===== config.mk =====
export PLATFORM = sky130hd
export DESIGN_NAME = mem_port_arbiter
export DESIGN_NICKNAME = d
export VERILOG_FILES = /design/src/rtl/mem_port_arbiter.sv
export SDC_FILE = /design/constraint.sdc
export NUM_CORES = 1
export LEC_CHECK = 0
export CAP_MARGIN = 30
export CORE_AREA = 2 2 134 136
export CTS_CLUSTER_DIAMETER = 60
export DETAILED_ROUTE_END_ITERATION = 8
export DIE_AREA = 0 0 136 138
export PLACE_DENSITY_LB_ADDON = 0.3
export SYNTH_ARGS = -nofsm -noshare
export SYNTH_HDL_FRONTEND = slang
export SYNTH_SLANG_ARGS = --single-unit

===== constraint.sdc =====
create_clock -name clk -period 5.55 [get_ports clk]
set_input_delay 0.8325 -clock clk [delete_from_list [all_inputs] [get_ports clk]]
set_output_delay 0.8325 -clock clk [all_outputs]
set_load 0.01 [all_outputs]

===== src/rtl/mem_port_arbiter.sv =====
// mem_port_arbiter: shares one memory port between the instruction and data requesters,
// one outstanding transaction at a time, round-robin on simultaneous requests.
module mem_port_arbiter #(
    parameter int ADDR_W = 32,
    parameter int DATA_W = 32
) (
    input  logic                clk,
    input  logic                rst,
    input  logic                inst_req_valid,
    output logic                inst_req_ready,
    input  logic [ADDR_W-1:0]   inst_addr,
    output logic [DATA_W-1:0]   inst_rdata,
    output logic                inst_rvalid,
    input  logic                inst_rready,
    input  logic                data_req_valid,
    output logic                data_req_ready,
    input  logic                data_we,
    input  logic [ADDR_W-1:0]   data_addr,
    input  logic [DATA_W-1:0]   data_wdata,
    input  logic [DATA_W/8-1:0] data_wstrb,
    output logic [DATA_W-1:0]   data_rdata,
    output logic                data_rvalid,
    input  logic                data_rready,
    output logic [ADDR_W-1:0]   mem_addr,
    output logic                mem_read,
    output logic                mem_write,
    output logic [DATA_W-1:0]   mem_wdata,
    output logic [DATA_W/8-1:0] mem_wstrb,
    input  logic                mem_req_ready,
    input  logic [DATA_W-1:0]   mem_rdata,
    input  logic                mem_rvalid,
    output logic                mem_rready,
    output logic [31:0]         inst_grant_cnt,
    output logic [31:0]         data_grant_cnt
);
    typedef enum logic [2:0] {IDLE = 3'b001, REQ = 3'b010, RESP = 3'b100} state_t;
    state_t              state;
    logic                gnt_data, last_data, buf_we;
    logic [ADDR_W-1:0]   buf_addr;
    logic [DATA_W-1:0]   buf_wdata;
    logic [DATA_W/8-1:0] buf_wstrb;
    logic                pick_data, pick_inst, idle, resp;
    // data wins a tie only when inst was granted last
    always_comb begin
        idle      = (state == IDLE) & ~rst;
        resp      = state == RESP;
        pick_data = data_req_valid & (~inst_req_valid | ~last_data);
        pick_inst = inst_req_valid & ~pick_data;
    end
    assign inst_req_ready = idle & ~pick_data;
    assign data_req_ready = idle & ~pick_inst;
    assign mem_addr       = buf_addr;
    assign mem_wdata      = buf_wdata;
    assign mem_wstrb      = buf_wstrb;
    assign mem_rready     = resp & (gnt_data ? data_rready : inst_rready);
    assign inst_rvalid    = resp & ~gnt_data & mem_rvalid;
    assign data_rvalid    = resp & gnt_data & mem_rvalid;
    assign inst_rdata     = mem_rdata;
    assign data_rdata     = mem_rdata;
    always_ff @(posedge clk or posedge rst) begin
        if (rst) begin
            state          <= IDLE;
            gnt_data       <= 1'b0;
            last_data      <= 1'b0;
            buf_we         <= 1'b0;
            buf_addr       <= '0;
            buf_wdata      <= '0;
            buf_wstrb      <= '0;
            mem_read       <= 1'b0;
            mem_write      <= 1'b0;
            inst_grant_cnt <= '0;
            data_grant_cnt <= '0;
        end else begin
            case (state)
                IDLE: if (pick_data | pick_inst) begin
                    gnt_data  <= pick_data;
                    last_data <= pick_data;
                    buf_addr  <= pick_data ? data_addr : inst_addr;
                    buf_we    <= pick_data & data_we;
                    buf_wdata <= pick_data ? data_wdata : '0;
                    buf_wstrb <= pick_data ? data_wstrb : '0;
                    mem_read  <= ~(pick_data & data_we);
                    mem_write <= pick_data & data_we;
                    if (pick_data) data_grant_cnt <= data_grant_cnt + 32'd1;
                    else inst_grant_cnt <= inst_grant_cnt + 32'd1;
                    state     <= REQ;
                end
                REQ: if (mem_req_ready) begin
                    mem_read  <= 1'b0;
                    mem_write <= 1'b0;
                    state     <= buf_we ? IDLE : RESP;
                end
                RESP: if (mem_rvalid & mem_rready) state <= IDLE;
                default: state <= IDLE;
            endcase
        end
    end
endmodule


== Yosys cells after proc, flatten, opt, wreduce, memory -nomap -nowiden ==
Index checks and enable logic that the tools add are counted.
Word-level totals
  bits in registers: 139
  output and inout bits: 203
  bits of input ports: 141
  logic and storage cells: 58
Operators by class
  bitwise logic cells: 20
  $add $sub $neg: 2
  multiplexer cells: 14
  reductions and logical operators: 6
  eq/ne operators: 6
Operators by type and width (number)
  adder 32 x 1 -> 32 bit (second input constant): 2
  two-way mux 32 bit: 2
  bitwise AND 1 bit: 12
  two-way mux 3 bit: 4
  AND reduction 3 bit: 4
  one-hot mux 3 bit (3 select lines): 1
  NOT 1 bit: 6
  two-way mux 1 bit: 4
  two-way mux 4 bit: 1
  != test 2 x 1 -> 1 bit (second input constant): 2
  one-hot mux 1 bit (2 select lines): 2
  == test 3 x 1 -> 1 bit (second input constant): 1
  == test 3 x 2 -> 1 bit (second input constant): 1
  == test 3 bit (second input constant): 1
  != test 2 bit (second input constant): 1
  OR 1 bit: 2
  AND reduction 2 bit: 1
  nonzero test 2 bit: 1

== Logic depth before layout (Yosys ltp) ==
Gate-level depths: netlist (run 1).
  depth in word-level cells: 8
  gate-level depth with buffers: 7

== Least setup slack after synthesis (run 1) ==
OpenSTA, ideal clock, no wires.
  path kind: input port to output port
  start: input port inst_req_valid
  end: output port inst_req_ready
  arrival: 1.570 ns
  required time: 4.718 ns
  setup slack: 3.147 ns
  stages: 3
  path through: clkbuf_1 -> a21boi_0 -> nor3_1
On the way
  cells in the longest elaborated chain, start to end: 5
RTL lines
  start: declaration: line 9  | input logic inst_req_valid,
  NOT 1 bit: line 47  | pick_data = data_req_valid & (~inst_req_valid | ~last_data);
  OR 1 bit: line 47
  bitwise AND 1 bit: line 47
  NOT 1 bit (no source line)
  bitwise AND 1 bit: line 50  | assign inst_req_ready = idle & ~pick_data;
  end: declaration: line 10  | output logic inst_req_ready,
Every way passes these cells.

== Worst setup path after layout (run 1) ==
Ends and elaborated chain as after synthesis.

==> results of run 1 <==
cells in the mapped netlist, types with 7 or more instances:
cell type    n
mux2i_1     32
nor3_1       7
nand4_1     14
xnor2_1     39
nor2_1      20
dfrtp_1    138
xor2_1      23
clkbuf_1    15
nand2_1     59
buf_4       64
o21ai_0     32
nand3_1     20
a22o_1      36
and3_1      15
state kept, by name (all words and copies together) (netlist names):
signal / cells
buf_we: 1
data_grant_cnt: 32
inst_grant_cnt: 32
last_data: 1
mem_addr: 32
mem_read: 1
mem_wdata: 32
mem_write: 1
mem_wstrb: 4
state: 3
final cells by class:
class / instances / area share [%]
multi-input combinational: 343 / 25.74
clock buffer: 18 / 4.607
tap: 229 / 3.076
sequential: 139 / 37.35
inverter: 5 / 0.2552
timing repair buffer: 251 / 27.00
clock inverter: 14 / 1.974
cell families (layout without fill, tap and decap cells):
family	after synthesis	in the layout	share of synthesized area [%]
AO/OA/AOI/OAI	82	82	8.958
XOR/XNOR	62	62	8.416
adder cells (fa/ha/maj)	2	2	0.3878
buffers and inverters	91	288	9.211
flip-flops	139	139	53.93
multiplexers	35	35	5.488
AND/OR/NAND/NOR	162	162	13.61
worst max path at each step:
stage	from	end	slack, ns
5_1_grt	inst_req_valid	inst_req_ready	1.84
3_3_place_gp	inst_req_valid	inst_req_ready	1.97
4_1_cts	inst_req_valid	inst_req_ready	1.94
3_5_place_dp	inst_req_valid	inst_req_ready	1.94
6_report	inst_req_valid	inst_req_ready	1.96
2_1_floorplan	rst	buf_we$_DFFE_PP0P_	0.99
stage by stage:
step                hold slack, ns  power (mW)  worst slack, ns  utilization (%)
finish                      0.4788       4.217            1.963            53.13
floorplan                   0.4888       2.262           0.9946                -
detailed placement          0.4703       3.055            1.938            49.51
CTS                         0.4834       4.267            1.935            53.01
global route                0.5091       4.460            1.842            53.13
global placement            0.4585       3.028            1.972            49.51
power by group:
| part | internal (mW) | switching, mW |
|---|---|---|
| Clock | 0.718 | 0.474 |
| Sequential | 1.32 | 0.208 |
| Combinational | 0.821 | 0.678 |
| Total | 2.86 | 1.36 |
worst min-delay path, stage by stage, from the launching register on:
cell and delay (ns):
dfrtp_1 0.34, nand2_1 0.04, o21ai_0 0.06
layout by cell type (no fill, tap or decap), types with 19 or more instances in the layout:
cell type	instances
nand3_1	20
xnor2_1	39
o21ai_0	32
dfrtp_1	138
mux2i_1	32
nand2_1	59
clkdlybuf4s50_1	247
a22o_1	36
nor2_1	19
xor2_1	23
routing by layer:
layer / vias up / track usage, %
met3: 39 / 6.601
met1: 2349 / 21.44
met2: 214 / 28.91
met4: 0 / 7.182
li1: 2297 / -
met5: - / 0
==> flow_summary.yaml, run 1 <==
grt:
  grt_antenna_before_repair: 1
  grt_pass1_vias: 5054
  grt_max_degree: 100
  overflow: 0
  grt_pass1_wl_um: 26360
  track_usage_pct: 17.85
logic_synthesis:
  ys_seq_area_share_pct: 53.93
  ys_types: 47
  syn_area_per_cell_um2: 11.26
  synthTopCellsByArea: "dfrtp_1 54%, buf_4 7.4%, xnor2_1 5.3%, mux2i_1 5.0%, a22o_1 4.9%"
  ys.flop_type: "dfrtp_1"
  async_reset_ff_share_pct: 100.0
  ys_seq_elements: 139
  syn_nets: 716
  yosysWarnings: 0
  syn_area_mm2: 0.006452
  netlist_instances: 573
  yosysTopAreaCell: "dfrtp_1"
  synth_top_area_share_pct: 53.52
  synth_edf_count: 0
timing:
  fin_crit_ns: 3.587
  finalSetupViolations: 0
  tightestPinTransition_ns: 0.8876
  rsz0062_at_grt: "false"
  hold_viol: 0
  fin_setup_tns_ns: 0
  finalClockSkew_ns: 0.005624
  fmax_mhz: 278.8
  min_period_over_period_pct: 64.63
  relSlewSlack_pct: 40.83
  slew_violations: 0
floorplanning:
  rows: 49
  coreArea_mm2: 0.01753
  die_h_um: 138
  die_area_mm2: 0.01877
  start_util_pct: 36.80
  boundaryPins: 344
  die_x_um: 136
finish:
  multiInputGateArea_mm2: 0.002397
  fillers: 1528
  final_layout_size_suffix_gt1_share_pct: 6.364
  diodes: 0
  regArea_mm2: 0.003480
  final_net_count: 900
  stdcell_area_mm2: 0.009315
  layout-area-overhead-vs-synth_pct: 44.37
  layoutNonFillerInstCount: 999
critical_path:
  startpoint_type: "input port"
  regToRegSetupSlack_ns: 3.16
  cpMostUsedCell: "clkdlybuf4s50_1"
  critPathArrivalTime_ns: 2.75
  slowest_stage: "clkdlybuf4s50_1"
  path_cells: "clkdlybuf4s50_1 > a21boi_0 > nor3_1 > clkdlybuf4s50_1"
  r2r_end: "inst_grant_cnt[26]$_DFFE_PP0P_"
  endpoint_kind: "output port"
  ff2ff_path_depth: 5
  critPathBufInv: 2
  cp.depth: 4
  crit_fanout: 8
  crit_type: "in -> out"
  r2r-start: "state[0]$_DFFE_PP1P_"
  path_delay_family: "buffers and inverters"
  max_stage_delay_ns: 0.66
  cp_data_required_time_ns: 4.72
place:
  place.gp.congestion: 0.7794
  io_buffers: 247
  post_dp_cell_area_mm2: 0.008682
  place_inst: 966
  dp_hpwl_um: 11910
clock_tree:
  cts_tree: "done"
  numCtsBuffers: 17
  clock-sinks: 139
  root_buffer: "clkbuf_16"
  cts_resized: 0
  cts_hold_buf: 0
  htreeDepth: 4
  path_clk_slew_ns: 0.06
  max-clock-path-buffers: 2
  insertion_delay_ns: 0.42
  post_cts_buffers: 0
route:
  postRouteAntennaNets: 0
  met2_length_um: 7937
  wirelength_um: 16200
  drc_errors: 0
  via_count: 4899
  drt_iter0_markers: 183
  wl_per_cell_um: 16.22
  highest_layer: "met4"
  detailedRoute.firstPassIterationCount: 4
  vias_per_cell: 4.904
  met1Wirelength_um: 6522
  wl_met3_um: 1351
min_path:
  holdPathStages: 2
  hold_start: "mem_addr[13]$_DFFE_PP0P_"
  min_to: "mem_addr[13]$_DFFE_PP0P_"
  hp-class: "reg -> reg"
status:
  outcome: "finished clean"
flow_run:
  maxCapViolCount: 0
power:
  power.density_mw_per_mm2: 452.7
  p_leak_nw: 4.110
  ir_drop_v: 0.0002483
Power figures use the tool's default switching activity.
==> run 2, diff against run 1 <==
Clock period 5.55 ns to 3.73 ns, I/O delays scaled along.
==> flow_summary.yaml, run 2 (same netlist as run 1, synthesis figures left out) <==
status:
  outcome: "finished clean"
grt:
  grt_pass1_vias: 5148
  track_usage_pct: 17.95
  grt_antenna_before_repair: 1
  overflow: 0
  grt_max_degree: 83
  grt_pass1_wl_um: 26450
power:
  switchingPower_mw: 1.983
  swShare_pct: 32.53
  finalPower_mw: 6.095
  clkPwrFrac_pct: 25.8
  power.density_mw_per_mm2: 655.9
  p_leak_nw: 4.097
  ir_drop_v: 0.0003225
  p_seq_share_pct: 37.5
  p_int_mw: 4.113
  p_comb_share_pct: 36.7
finish:
  final_net_count: 902
  final_layout_size_suffix_gt1_share_pct: 6.485
  layoutNonFillerInstCount: 1001
  layout-area-overhead-vs-synth_pct: 44.02
  final_common_cell: "clkdlybuf4s50_1"
  fillers: 1522
  final_cell_mix: "247 x clkdlybuf4s50_1, 138 x dfrtp_1, 59 x nand2_1"
critical_path:
  max_stage_delay_ns: 0.60
  r2r_end: "data_grant_cnt[26]$_DFFE_PP0P_"
  cp_data_required_time_ns: 3.17
  startpoint_type: "register"
  critPathArrivalTime_ns: 2.44
  cp.depth: 3
  crit_type: "reg -> out"
  path_delay_family: "simple AND/OR/NAND/NOR gates"
  ff2ff_path_depth: 5
  path_cells: "or3b_1 > nor3_1 > clkdlybuf4s50_1"
  endpoint_kind: "output port"
  critPathBufInv: 1
  slowest_stage: "dfstp_2"
  crit_fanout: 8
  regToRegSetupSlack_ns: 1.36
  r2r-start: "state[0]$_DFFE_PP1P_"
clock_tree:
  cts_tree: "done"
  clock-sinks: 139
  max-clock-path-buffers: 2
  path_clk_slew_ns: 0.06
  cts_resized: 0
  cts_hold_buf: 0
  post_cts_buffers: 0
  numCtsBuffers: 17
  root_buffer: "clkbuf_16"
  htreeDepth: 4
  insertion_delay_ns: 0.41
timing:
  setup_slack_ns: 0.7281
  finalSetupViolations: 0
  hold_viol: 0
  fmax_mhz: 333.1
  fin_crit_ns: 3.002
  relSlewSlack_pct: 39.84
  finalClockSkew_ns: 0.009031
  fin_setup_tns_ns: 0
  tightestPinTransition_ns: 0.9004
  slew_violations: 0
  min_period_over_period_pct: 80.48
  rsz0062_at_grt: "false"
floorplanning:
  start_util_pct: 36.80
  rows: 49
  die_h_um: 138
  coreArea_mm2: 0.01753
  boundaryPins: 344
  die_x_um: 136
  die_area_mm2: 0.01877
min_path:
  hp-class: "reg -> reg"
  min_to: "data_grant_cnt[31]$_DFFE_PP0P_"
  holdPathStages: 1
  hold_start: "data_grant_cnt[31]$_DFFE_PP0P_"
route:
  postRouteAntennaNets: 0
  detailedRoute.firstPassIterationCount: 4
  vias_per_cell: 4.877
  drc_errors: 0
  drt_iter0_markers: 206
  via_count: 4882
  wl_per_cell_um: 16.28
  wirelength_um: 16300
place:
  place_inst: 969
  io_buffers: 247
  dp_hpwl_um: 12280
  dp_slack_ns: 0.7806
  place.gp.congestion: 0.7616
flow_run:
  maxCapViolCount: 0
-- run 2: changes by cell type in the layout (fill, tap and decap cells not counted), sizes merged --
| cell | previous run | this run |
|---|---|---|
| inv | 12 | 8 |
| clkinv | 0 | 3 |
| buf | 4 | 6 |
| bufinv | 3 | 1 |
| clkinvlp | 4 | 6 |
| diode | 0 | 1 |
-- run 2: worst reg2reg max path, cell delays in order (launching register included) --
cell and delay (ns):
dfstp_2 0.60, or3b_1 0.52, nor4b_4 0.60, nand4_4 0.21, nor2b_1 0.19, xor2_1 0.18
-- run 2: power by group through the flow --
stage               clock [mW]  combinational, mW  sequential (mW)
floorplan                    0              0.918             2.45
global placement             0               2.25             2.28
detailed placement           0               2.28             2.31
CTS                       1.62               2.29             2.29
global route              1.69               2.42             2.35
finish                    1.57               2.24             2.28
-- run 2: area by class of cell --
type	instances	area [um^2]	share of cell area [%]
antenna	1	2.502	0.02693
clock buffer	18	429.2	4.618
clock inverter	13	120.1	1.293
inverter	5	22.52	0.2424
multi-input combinational	343	2397	25.80
sequential	139	3480	37.44
tap	229	286.5	3.083
timing repair buffer	253	2555	27.49
-- run 2: worst max path at each step --
stage	endpoint	slack (ns)	start
global placement	inst_req_ready	0.77	inst_req_valid
detailed placement	inst_req_ready	0.78	inst_req_valid
finish	inst_req_ready	0.73	state[0]$_DFFE_PP1P_
global route	data_req_ready	0.62	state[0]$_DFFE_PP1P_
floorplan	buf_we$_DFFE_PP0P_	1.44	rst
CTS	inst_req_ready	0.69	state[0]$_DFFE_PP1P_
-- run 2: through the flow --
stage | instance area [um^2] | hold slack, ns | util (%)
3_3_place_gp | 8741 | 0.4611 | 49.85
2_1_floorplan | 6456 | 0.4888 | -
3_5_place_dp | 8741 | 0.4692 | 49.85
4_1_cts | 9290 | 0.4774 | 52.98
5_1_grt | 9290 | 0.5034 | 52.98
6_report | 9293 | 0.4756 | 53.00
-- run 2: layer usage --
metal / GRT usage [%] / up-vias / routed length [um]
li1: - / 2301 / -
met3: 6.564 / 32 / 1346
met4: 7.182 / 0 / 366
met2: 29.86 / 209 / 8225
met5: 0 / - / 0
met1: 20.92 / 2340 / 6358
